[config.mk]
export PLATFORM = sky130hd
export DESIGN_NAME = conv_seq_ctrl
export DESIGN_NICKNAME = d
export VERILOG_FILES = /design/src/rtl/conv_seq_ctrl.sv
export SDC_FILE = /design/constraint.sdc
export NUM_CORES = 1
export LEC_CHECK = 0
export ABC_AREA = 1
export CELL_PAD_IN_SITES_DETAIL_PLACEMENT = 0
export CELL_PAD_IN_SITES_GLOBAL_PLACEMENT = 2
export CORE_ASPECT_RATIO = 0.9
export CORE_UTILIZATION = 42
export DETAILED_ROUTE_END_ITERATION = 10
export GPL_TIMING_DRIVEN = 0
export HOLD_SLACK_MARGIN = 0.08
export MAX_ROUTING_LAYER = met4
export PLACE_DENSITY = 0.95
export SYNTH_ARGS = -nofsm -noshare
export SYNTH_HDL_FRONTEND = slang
export SYNTH_SLANG_ARGS = --single-unit
[constraint.sdc]
create_clock -name clk_en -period 12.2 [get_ports clk_en]
set_input_delay 1.22 -clock clk_en [delete_from_list [all_inputs] [get_ports clk_en]]
set_output_delay 1.22 -clock clk_en [all_outputs]
set_load 0.01 [all_outputs]
[src/rtl/conv_seq_ctrl.sv]
// Convolution sequencer: loads a kernel and an image from valid/ready streams,
// then walks every window in raster order (one MAC per cycle) and emits acc+bias.
module conv_seq_ctrl #(
    parameter int IMG_W  = 4,
    parameter int IMG_H  = 4,
    parameter int K_W    = 2,
    parameter int K_H    = 2,
    parameter int STRIDE = 1,
    parameter int BW     = 7,
    parameter int ACC_W  = 16
) (
    input  logic             clk_en,
    input  logic             rst_n,
    input  logic             start,
    input  logic [BW-1:0]    b0,
    output logic             busy,
    output logic             done,
    input  logic             wgt_valid,
    output logic             wgt_ready,
    input  logic [BW-1:0]    wgt_data,
    input  logic             pix_valid,
    output logic             pix_ready,
    input  logic [BW-1:0]    pix_data,
    output logic             out_valid,
    input  logic             out_ready,
    output logic [ACC_W-1:0] out_data,
    output logic             out_last
);
    localparam int OUT_W = (IMG_W - K_W) / STRIDE + 1;
    localparam int OUT_H = (IMG_H - K_H) / STRIDE + 1;
    localparam int NPIX  = IMG_W * IMG_H;
    localparam int NTAP  = K_W * K_H;
    localparam int PAW   = $clog2(NPIX);
    localparam int TAW   = $clog2(NTAP);
    localparam int DIM   = (IMG_W > IMG_H) ? IMG_W : IMG_H;
    localparam int CW    = $clog2(DIM) + 1;

    typedef enum logic [2:0] {IDLE, LOAD_W, LOAD_I, MAC, EMIT, DONE} state_t;

    state_t           state_q, state_d;
    logic [PAW-1:0]   ld_q, ld_d;
    logic [TAW-1:0]   tap_q, tap_d;
    logic [CW-1:0]    kr_q, kr_d, kc_q, kc_d, wr_q, wr_d, wc_q, wc_d;
    logic [ACC_W-1:0] acc_q, acc_d, out_data_q, out_data_d;
    logic [BW-1:0]    bias_q, bias_d;
    logic             busy_q, busy_d, done_q, done_d;
    logic             wgt_ready_q, wgt_ready_d, pix_ready_q, pix_ready_d;
    logic             out_valid_q, out_valid_d, out_last_q, out_last_d;

    logic             wgt_we, pix_we;
    logic [PAW-1:0]   pix_addr;
    logic [2*BW-1:0]  prod;

    // Buffers hold no reset: every job overwrites them completely.
    logic [BW-1:0] wgt_buf [2**TAW];
    logic [BW-1:0] img_buf [2**PAW];

    always_ff @(posedge clk_en) begin
        if (wgt_we) wgt_buf[ld_q[TAW-1:0]] <= wgt_data;
        if (pix_we) img_buf[ld_q] <= pix_data;
    end

    always_comb begin
        pix_addr = PAW'((int'(wr_q) * STRIDE + int'(kr_q)) * IMG_W
                        + int'(wc_q) * STRIDE + int'(kc_q));
        prod     = (2*BW)'(img_buf[pix_addr]) * (2*BW)'(wgt_buf[tap_q]);
    end

    always_comb begin
        state_d    = state_q;
        ld_d       = ld_q;
        tap_d      = tap_q;
        kr_d       = kr_q;
        kc_d       = kc_q;
        wr_d       = wr_q;
        wc_d       = wc_q;
        acc_d      = acc_q;
        bias_d     = bias_q;
        out_data_d = out_data_q;
        out_last_d = out_last_q;
        wgt_we     = 1'b0;
        pix_we     = 1'b0;
        case (state_q)
            IDLE: if (start) begin
                bias_d  = b0;
                ld_d    = '0;
                state_d = LOAD_W;
            end
            LOAD_W: if (wgt_valid) begin
                wgt_we = rst_n;
                if (ld_q == PAW'(NTAP - 1)) begin
                    ld_d    = '0;
                    state_d = LOAD_I;
                end else ld_d = ld_q + PAW'(1);
            end
            LOAD_I: if (pix_valid) begin
                pix_we = rst_n;
                if (ld_q == PAW'(NPIX - 1)) begin
                    ld_d    = '0;
                    tap_d   = '0;
                    kr_d    = '0;
                    kc_d    = '0;
                    wr_d    = '0;
                    wc_d    = '0;
                    state_d = MAC;
                end else ld_d = ld_q + PAW'(1);
            end
            MAC: begin
                acc_d = (tap_q == '0) ? ACC_W'(prod) : acc_q + ACC_W'(prod);
                if (tap_q == TAW'(NTAP - 1)) begin
                    tap_d      = '0;
                    kr_d       = '0;
                    kc_d       = '0;
                    out_data_d = acc_d + ACC_W'(bias_q);
                    out_last_d = (wr_q == CW'(OUT_H - 1)) && (wc_q == CW'(OUT_W - 1));
                    state_d    = EMIT;
                end else begin
                    tap_d = tap_q + TAW'(1);
                    if (kc_q == CW'(K_W - 1)) begin
                        kc_d = '0;
                        kr_d = kr_q + CW'(1);
                    end else kc_d = kc_q + CW'(1);
                end
            end
            EMIT: if (out_ready) begin
                if (out_last_q) state_d = DONE;
                else begin
                    state_d = MAC;
                    if (wc_q == CW'(OUT_W - 1)) begin
                        wc_d = '0;
                        wr_d = wr_q + CW'(1);
                    end else wc_d = wc_q + CW'(1);
                end
            end
            DONE:    state_d = IDLE;
            default: state_d = IDLE;
        endcase
        // Handshake/status outputs are registered copies of the next state.
        busy_d      = (state_d != IDLE);
        done_d      = (state_d == DONE);
        wgt_ready_d = (state_d == LOAD_W);
        pix_ready_d = (state_d == LOAD_I);
        out_valid_d = (state_d == EMIT);
    end

    always_ff @(posedge clk_en) begin
        if (!rst_n) begin
            state_q     <= IDLE;
            ld_q        <= '0;
            tap_q       <= '0;
            kr_q        <= '0;
            kc_q        <= '0;
            wr_q        <= '0;
            wc_q        <= '0;
            acc_q       <= '0;
            bias_q      <= '0;
            out_data_q  <= '0;
            out_last_q  <= 1'b0;
            busy_q      <= 1'b0;
            done_q      <= 1'b0;
            wgt_ready_q <= 1'b0;
            pix_ready_q <= 1'b0;
            out_valid_q <= 1'b0;
        end else begin
            state_q     <= state_d;
            ld_q        <= ld_d;
            tap_q       <= tap_d;
            kr_q        <= kr_d;
            kc_q        <= kc_d;
            wr_q        <= wr_d;
            wc_q        <= wc_d;
            acc_q       <= acc_d;
            bias_q      <= bias_d;
            out_data_q  <= out_data_d;
            out_last_q  <= out_last_d;
            busy_q      <= busy_d;
            done_q      <= done_d;
            wgt_ready_q <= wgt_ready_d;
            pix_ready_q <= pix_ready_d;
            out_valid_q <= out_valid_d;
        end
    end

    assign busy      = busy_q;
    assign done      = done_q;
    assign wgt_ready = wgt_ready_q;
    assign pix_ready = pix_ready_q;
    assign out_valid = out_valid_q;
    assign out_data  = out_data_q;
    assign out_last  = out_last_q;

endmodule
==> metrics.cfg <==
[synth]
synthArstFlopShare=0
synth_top_cell_by_area=edfxtp_1
ys_seq_elements=207
ys_seq_area_frac=0.4718
synth_edf_count=140
syn-cell-area_um2=11750
syn_avg_cell_area_um2=8.952
yosysUniqueCellTypes=51
synth_flop_cell=edfxtp_1
synth.area.top_cells=edfxtp_1, dfxtp_1, nand2_1
syn_nets=1433
synth_cells=1313
yosys.area.top_type_share=0.3577
synth_warnings=0

[clock_network]
cts.clk_slew.worst_paths_ns=0.06
clock_sinks=207
cts_htree_levels=1
clockBufferDepth=3
cts_made_buffers=23
post-cts-setup-buffer-count=0
tritoncts=built
cts-root-buf=clkbuf_16
clock_latency_ns=0.50
holdBufCountCts=0
postCtsResizedCells=0

[status]
status=completed

[final_layout]
final_cell_mix=nand2_1, inv_1, edfxtp_1, nor2_1, a21oi_1
nNetsFinal=1505
fin_util=0.4905
antennaDiodeCount=0
layout_commonest_cell=nand2_1
area.growth.synth_to_final_pct=13.70
drive_gt1_frac=0.09714

[power]
p_per_area_nw_per_um2=126.4
peakVddDrop_uv=95.14
p_sw_w=0.0004506
p_int_w=0.001239
swShare=0.2667
total_power_w=0.001689
p_leak_nw=5.693
combPwrFrac=0.164
pwr-share-seq=0.449
pwr-share-clk=0.387

[sta]
fin_crit_ns=8.465
drv_slew=0
relSlewSlack=0.3426
finalSetupTns_ns=0
fin_crit_sh=0.6938
setup_viol=0
fmax_ghz=0.1181
rsz0062_at_grt=false
clock_skew_ns=0.01010
tightest_slew_ns=0.9825
hold_viol=0

[global_route]
grt_max_degree=17
grt_pass1_vias=8821
grt_pass1_wl_um=45470
track_usage=0.2081
grt.overflow.total=0
antenna_found_initial=0

[route]
drt_iter0_markers=519
finalWirelength_um=28120
viasPerCell=5.117
first_pass_iters=5
antenna_left=0
vias=8976
wl_per_cell_um=16.03
drc=0

[setup_path]
crit_top_cell=nand2_1
end_kind=register
cp.required_ns=12.61
crit_arrival_ns=8.87
worst-path-max-fanout=10
critPathKind=reg2reg
cpPeakStageDelay_ns=0.56
start_kind=register
crit_path_top_delay_cell=fa_1

[floorplan]
num_io_pins=49
chipHeight_um=160.7
die_x_um=178.3
num_rows=57
die_area_um2=28660
core_area_um2=27240
start_util=0.4314

[placed_design]
place_hpwl_um=20980
io_buffers=47
gp_congestion=0.8439

[run]
max-cap-violations=0

[hold_path]
hp-class=reg2reg

-- power groups by stage --
| stage | combinational [W] | sequential, W | clock (W) |
|---|---|---|---|
| 2_1_floorplan | 0.000204 | 0.000772 | 0 |
| 3_3_place_gp | 0.000275 | 0.000773 | 0 |
| 3_5_place_dp | 0.000277 | 0.000772 | 0 |
| 4_1_cts | 0.000279 | 0.000758 | 0.000664 |
| 5_1_grt | 0.000320 | 0.000758 | 0.000690 |
| 6_report | 0.000278 | 0.000758 | 0.000654 |
-- registers in the layout (all words and copies together), names as in the netlist, named ones only --
register,count
acc_q,16
busy,1
kc_q,3
wgt_ready,1
wr_q,3
state_q,3
bias_q,7
wc_q,3
wgt_buf,28
pix_ready,1
out_data,16
kr_q,2
ld_q,4
img_buf,112
done,1
tap_q,2
out_valid,1
out_last,1
-- cells by family after synthesis --
kind of cell | count (synthesis) | share of synthesized area
adders and majority gates | 93 | 0.1169
xor gates and xnor gates | 14 | 0.01107
DFF | 207 | 0.4718
and+or+nand+nor | 578 | 0.2165
AOI/OAI and AO/OA | 214 | 0.1148
buffers and inverters | 207 | 0.06898
-- metal layers --
layer,part of all wire,GRT usage,vias to the layer above
met2,0.44,0.3180,178
met1,0.50,0.2971,4222
li1,-,-,4539
met3,0.041,0.02225,37
met4,0.019,0.04738,0
met5,0,-,-
-- Yosys cell counts (13+ instances only) --
cell	number
a32o_1	20
a32oi_1	15
dfxtp_1	67
nand2_2	13
a21oi_1	85
inv_2	16
edfxtp_1	140
nand3_1	59
o21ai_0	47
nor2_1	123
clkbuf_1	14
ha_1	65
nand2_1	312
fa_1	28
or2_2	15
buf_2	19
inv_1	151
-- critical path: cells and delay by family, from the launching register on --
kind	cells	cell delay (ns)
and+or+nand+nor	23	2.26
AOI/OAI and AO/OA	2	0.55
buffers and inverters	10	1.16
adders and majority gates	9	4.04
DFF	1	0.39
-- worst paths after layout --
kind	to	from	depth (start not counted)	slack, ns
worst max-delay path	out_data[15]$_SDFFE_PN0P_	wr_q[0]$_SDFFE_PN0P_	44	3.74
worst min-delay path	bias_q[0]$_SDFFE_PN0P_	bias_q[0]$_SDFFE_PN0P_	2	0.47
worst max register to register	out_data[15]$_SDFFE_PN0P_	wr_q[0]$_SDFFE_PN0P_	44	3.74
worst min register to register	bias_q[0]$_SDFFE_PN0P_	bias_q[0]$_SDFFE_PN0P_	2	0.47
-- metrics by stage --
step	hold slack [ns]	setup WS, ns	cell area, µm²	std cells
final	0.4706	3.736	13360	1754
after global routing	0.4942	3.078	13360	1754
after CTS	0.4708	3.751	13360	1754
after detailed placement	0.4617	3.783	12670	1714
after global placement	0.4592	3.836	12670	1714
after floorplan	0.4453	4.984	11750	1313
-- final cells by class --
type	count	area [µm²]
Buffer	39	177.7
Timing Repair Buffer	47	470.5
Fill cell	2637	13880
Tap cell	354	442.9
Clock inverter	9	91.34
Clock buffer	31	605.6
Inverter	168	633.1
Multi-Input combinational cell	899	5398
Sequential cell	207	5545
(Power assumes the default switching activity.)
==> variant 1 (same flow settings) <==
Set the parameter `K_W` to 1 (it was 2).
--- a/src/rtl/conv_seq_ctrl.sv
+++ b/src/rtl/conv_seq_ctrl.sv
@@ -5,3 +5,3 @@
     parameter int IMG_H  = 4,
-    parameter int K_W    = 2,
+    parameter int K_W    = 1,
     parameter int K_H    = 2,
Formal check against the unedited RTL: not equivalent (a bounded check fails within 4 cycles, from zero or initial values and one cycle with rst_n low).
==> variant 1 against the original RTL <==
Power is 7.2% lower. Synthesized area down 5.5%. Largest cell class is now multi-input gates. Sequential cell count fell by 16. Setup slack better by 0.26 ns. Count of clock-buffer cells in the layout shrank 14. Clock skew up 0.0052 ns. Routed wire length is 5.7% lower. Cell area shrank 5.5%. Synthesized cell count decreased by 2.1%.
==> variant 1: results (changes against the original RTL) <==
stage,metric,value,unit,change
outcome,status,"finished, final reports clean",,unchanged
place,GP Congestion,0.823,,was 0.844
logic_synthesis,Synth top cells by count,"306 x nand2_1, 157 x inv_1, 143 x nor2_1",,"was 312 x nand2_1, 151 x inv_1, 140 x edfxtp_1"
detailed_routing,DR iter-0 viols,579,,was 519
power_and_ir_drop,Peak supply drop,0.0000905,V,was 0.0000951 V
layout,# fillers,2477,,was 2637
detailed_routing,vias,8542,,was 8976
cts,htree depth,4,,was 1
sta,slew of the pin with the lowest slew margin,0.985,ns,was 0.983 ns
place,Final HPWL DP,20500,µm,was 21000 µm
layout,Post-Layout Cell Count,1713,,was 1754
power_and_ir_drop,Leakage,5.57,nW,was 5.69 nW
layout,ANT cells,0,,unchanged
detailed_routing,WL met1,13600,µm,was 14000 µm
critical_path,Reg2Reg Setup Slack,3.99,ns,was 3.74 ns
detailed_routing,DR WL met3,1130,µm,was 1150 µm
logic_synthesis,sequential fraction of the synthesis area,45.8,%,was 47.2%
grt,largest net degree at the start of global routing,22,,was 17
cts,worst skew pair latency,0.45,ns,was 0.50 ns
cts,clk slew on worst S/H paths,0.08,ns,was 0.06 ns
grt,first-pass GRT wire length,42600,µm,was 45500 µm
detailed_routing,WL per Instance,15.5,µm,was 16.0 µm
logic_synthesis,syn nets,1406,,was 1433
sta,Hold Worst Slack,0.477,ns,was 0.471 ns
power_and_ir_drop,PD cells,124,nW/µm²,was 126 nW/µm²
sta,Max Clock Skew,0.0153,ns,was 0.0101 ns
cts,buffer depth of the longest clock path,2,,was 3
cts,CTS buffer count,17,,was 23
grt,vias in the first global route,8145,,was 8821
logic_synthesis,synth top area cells,"edfxtp_1 34%, dfxtp_1 12%, nand2_1 10%, ha_1 7.4%, inv_1 5.3%",,"was edfxtp_1 36%, dfxtp_1 11%, nand2_1 10%, ha_1 6.9%, inv_1 4.8%"
place,port bufs,48,,was 47
detailed_routing,Met2 Wirelength,11500,µm,was 12400 µm
place,dpl cell area,12000,µm²,was 12700 µm²
critical_path,crit path DAT,8.56,ns,was 8.87 ns
grt,GRT Util Overall,21.0,%,was 20.8%
[variant 1: cell type report]
type                    count  share of cell area (%)
plain buffers              35                    1.54
inverters                 177                    5.26
well taps                 348                    3.45
clock buffers              17                    3.37
clock inverters            15                    1.42
flip-flops and latches    191                    40.3
repair buffers             48                    3.80
multi-input cells         882                    40.9
[variant 1: cells by family after synthesis]
kind of cell             share of synthesized area [%]
buffers and inverters                             7.72
AND/OR/NAND/NOR                                   21.5
flip-flops                                        45.8
adder cells (fa/ha/maj)                           12.5
multiplexers                                     0.270
XOR/XNOR                                          1.57
AO/OA/AOI/OAI                                     10.7
[variant 1: final timing paths]
check,from,to,cells after the start
min reg2reg,out_data[9],out_data[9],2
min,out_data[9],out_data[9],2
max reg2reg,wr_q[0],out_data[14],41
max,wr_q[0],out_data[14],41
[variant 1: critical path: cells and delay by family, from the launching register on]
kind | cells | cell delay, ns
adder cells (fa/ha/maj) | 9 | 4.00
AND/OR/NAND/NOR | 22 | 2.70
buffers and inverters | 9 | 0.95
flip-flops | 1 | 0.39
AO/OA/AOI/OAI | 1 | 0.11
[variant 1: power by group]
part | internal (mW) | switching (mW)
combinational | 0.105 | 0.197
sequential | 0.696 | 0.00553
clock | 0.280 | 0.283
[variant 1: routing by layer]
layer	global-route usage, %	up-vias
li1	-	4387
met1	29.6	3950
met2	31.4	185
met3	3.47	20
met4	5.14	0
met5	-	-
[variant 1: per-stage QoR]
| stage | power [mW] | setup WS, ns |
|---|---|---|
| after CTS | 1.58 | 3.94 |
| after detailed placement | 1.02 | 3.98 |
| after global routing | 1.65 | 3.39 |
| after global placement | 1.02 | 3.97 |
| after floorplan | 0.936 | 5.06 |
| final | 1.57 | 3.99 |
==> variant 2 (same settings) <==
Made on the original files. `ld_q` and `out_data_q` no longer have a reset.
--- a/src/rtl/conv_seq_ctrl.sv
+++ b/src/rtl/conv_seq_ctrl.sv
@@ -148,3 +148,2 @@
             state_q     <= IDLE;
-            ld_q        <= '0;
             tap_q       <= '0;
@@ -156,3 +155,2 @@
             bias_q      <= '0;
-            out_data_q  <= '0;
             out_last_q  <= 1'b0;
@@ -165,3 +163,2 @@
             state_q     <= state_d;
-            ld_q        <= ld_d;
             tap_q       <= tap_d;
@@ -173,3 +170,2 @@
             bias_q      <= bias_d;
-            out_data_q  <= out_data_d;
             out_last_q  <= out_last_d;
@@ -181,2 +177,7 @@
         end
+    end
+
+    always_ff @(posedge clk_en) begin
+        ld_q       <= ld_d;
+        out_data_q <= out_data_d;
     end
Function: no difference found for any inputs over 10 cycles, from zero or initial values and one cycle with rst_n low; that may be too few to reach the edited logic, so the function may still have changed.
==> variant 2 against the original RTL <==
Power decreased by 1.2%. Clock power decreased by 2%. Synthesized area decreased by 0.26%. Global-route usage decreased by 0.32 points. Sequential cell count unchanged. Non-clock buffer count decreased by 4. Setup slack improved by 0.13 ns. Routed wire length decreased by 1.4%. Cell area decreased by 0.13%. Combinational power decreased by 11%. First-iteration DRC count increased by 22%. Largest power group unchanged.
==> variant 2: results (changes against the original RTL) <==
stage,metric,value,unit,change
detailed_routing,WL per Instance,16.1,µm,was 16.0 µm
power_and_ir_drop,Sw Ratio,26.4,%,was 26.7%
critical_path,R2R depth,40,,was 44
grt,vias in the first global route,8335,,was 8821
layout,Layout Nets,1468,,was 1505
grt,first-pass GRT wire length,44300,µm,was 45500 µm
grt,met2 Track Usage GR,29.7,%,was 31.8%
place,GP Congestion,0.853,,was 0.844
grt,largest net degree at the start of global routing,17,,unchanged
min_path,worst hold path type,flip-flop to flip-flop,,unchanged
detailed_routing,vias per inst,5.08,,was 5.12
place,post-placement cell count,1677,,was 1714
logic_synthesis,"EDFF count, synth",160,,was 140
cts,root buf cell,clkbuf_16,,unchanged
detailed_routing,DR iter-0 viols,631,,was 519
place,dpl cell area,12700,µm²,about the same
grt,GRT Util Overall,20.5,%,was 20.8%
layout,Layout Area Growth over Synthesis,13.8,%,was 13.7%
power_and_ir_drop,Leakage,5.61,nW,was 5.69 nW
critical_path,Worst R2R End,out_data[15],,unchanged
place,Final HPWL DP,21000,µm,about the same
logic_synthesis,synth top area cells,"edfxtp_1 41%, nand2_1 10%, dfxtp_1 8.0%, ha_1 6.9%, inv_1 5.3%",,"was edfxtp_1 36%, dfxtp_1 11%, nand2_1 10%, ha_1 6.9%, inv_1 4.8%"
cts,htree depth,1,,unchanged
grt,busiest grt layer,met1,,was met2
layout,share of cells above drive strength 1,6.53,%,was 9.71%
outcome,status,"finished, final reports clean",,unchanged
logic_synthesis,post-synth cell types,52,,was 51
logic_synthesis,sequential fraction of the synthesis area,49.0,%,was 47.2%
logic_synthesis,Synth top cells by count,"314 x nand2_1, 167 x inv_1, 160 x edfxtp_1",,"was 312 x nand2_1, 151 x inv_1, 140 x edfxtp_1"
place,Place WS,3.85,ns,was 3.78 ns
grt,M3 GR Usage,2.25,%,was 2.23%
detailed_routing,Met2 Wirelength,11600,µm,was 12400 µm
sta,slew of the pin with the lowest slew margin,1.24,ns,was 0.983 ns
power_and_ir_drop,Peak supply drop,0.0000957,V,was 0.0000951 V
critical_path,crit path DAT,8.59,ns,was 8.87 ns
logic_synthesis,Post-Syn Area per Cell,9.20,µm²,was 8.95 µm²
logic_synthesis,syn nets,1395,,was 1433
logic_synthesis,ys flop type,edfxtp_1,,unchanged
logic_synthesis,async set-reset flop share out of synthesis,0,%,unchanged
sta,Hold Worst Slack,0.454,ns,was 0.471 ns
sta,Max Clock Skew,0.0107,ns,was 0.0101 ns
detailed_routing,vias,8727,,was 8976
detailed_routing,WL met1,14200,µm,was 14000 µm
cts,worst skew pair latency,0.50,ns,about the same
critical_path,"critical path fanouts, max",10,,unchanged
layout,# fillers,2573,,was 2637
detailed_routing,DR WL met3,1470,µm,was 1150 µm
grt,routing usage on met1,30.6,%,was 29.7%
critical_path,Worst path max stage delay,0.55,ns,
## variant 2: cells by family after synthesis
group | count (synthesis) | share of synthesized area [%]
AND/OR/NAND/NOR | 568 | 20.2
flip-flops | 207 | 49.0
buffers and inverters | 203 | 7.08
AO/OA/AOI/OAI | 178 | 9.37
adder cells (fa/ha/maj) | 93 | 11.7
XOR/XNOR | 25 | 2.54
multiplexers | 1 | 0.0854
## variant 2: final cells by class
class                      count  area share (%)
clock buffer                  29            4.48
multi-input combinational    865            38.7
tap                          354            3.32
clock inverter                11           0.628
sequential                   207            43.0
timing repair buffer          48            3.64
buffer                        34            1.46
inverter                     169            4.75
## variant 2: critical path, delay by kind of cell (launching register included)
| kind | cells | cell delay [ns] |
|---|---|---|
| buf+inv | 9 | 1.04 |
| fa+ha+maj | 10 | 4.07 |
| xor+xnor | 1 | 0.34 |
| flops | 1 | 0.38 |
| simple gates | 17 | 1.76 |
| compound gates | 3 | 0.51 |
## variant 2: worst max-delay path by stage
stage / startpoint / to / slack, ns
finish: wr_q[0] / out_data[15] / 3.87
global route: wr_q[0] / out_data[15] / 3.21
CTS: wr_q[0] / out_data[15] / 3.82
detailed placement: wr_q[0] / out_data[15] / 3.85
global placement: wr_q[0] / out_data[15] / 3.90
floorplan: kr_q[0] / out_data[15] / 4.85
## variant 2: power by group through the flow
stage | Sequential, mW | Combinational [mW] | Clock [mW]
2_1_floorplan | 0.795 | 0.176 | 0
3_3_place_gp | 0.796 | 0.245 | 0
3_5_place_dp | 0.796 | 0.245 | 0
4_1_cts | 0.782 | 0.248 | 0.650
5_1_grt | 0.782 | 0.283 | 0.677
6_report | 0.781 | 0.248 | 0.639
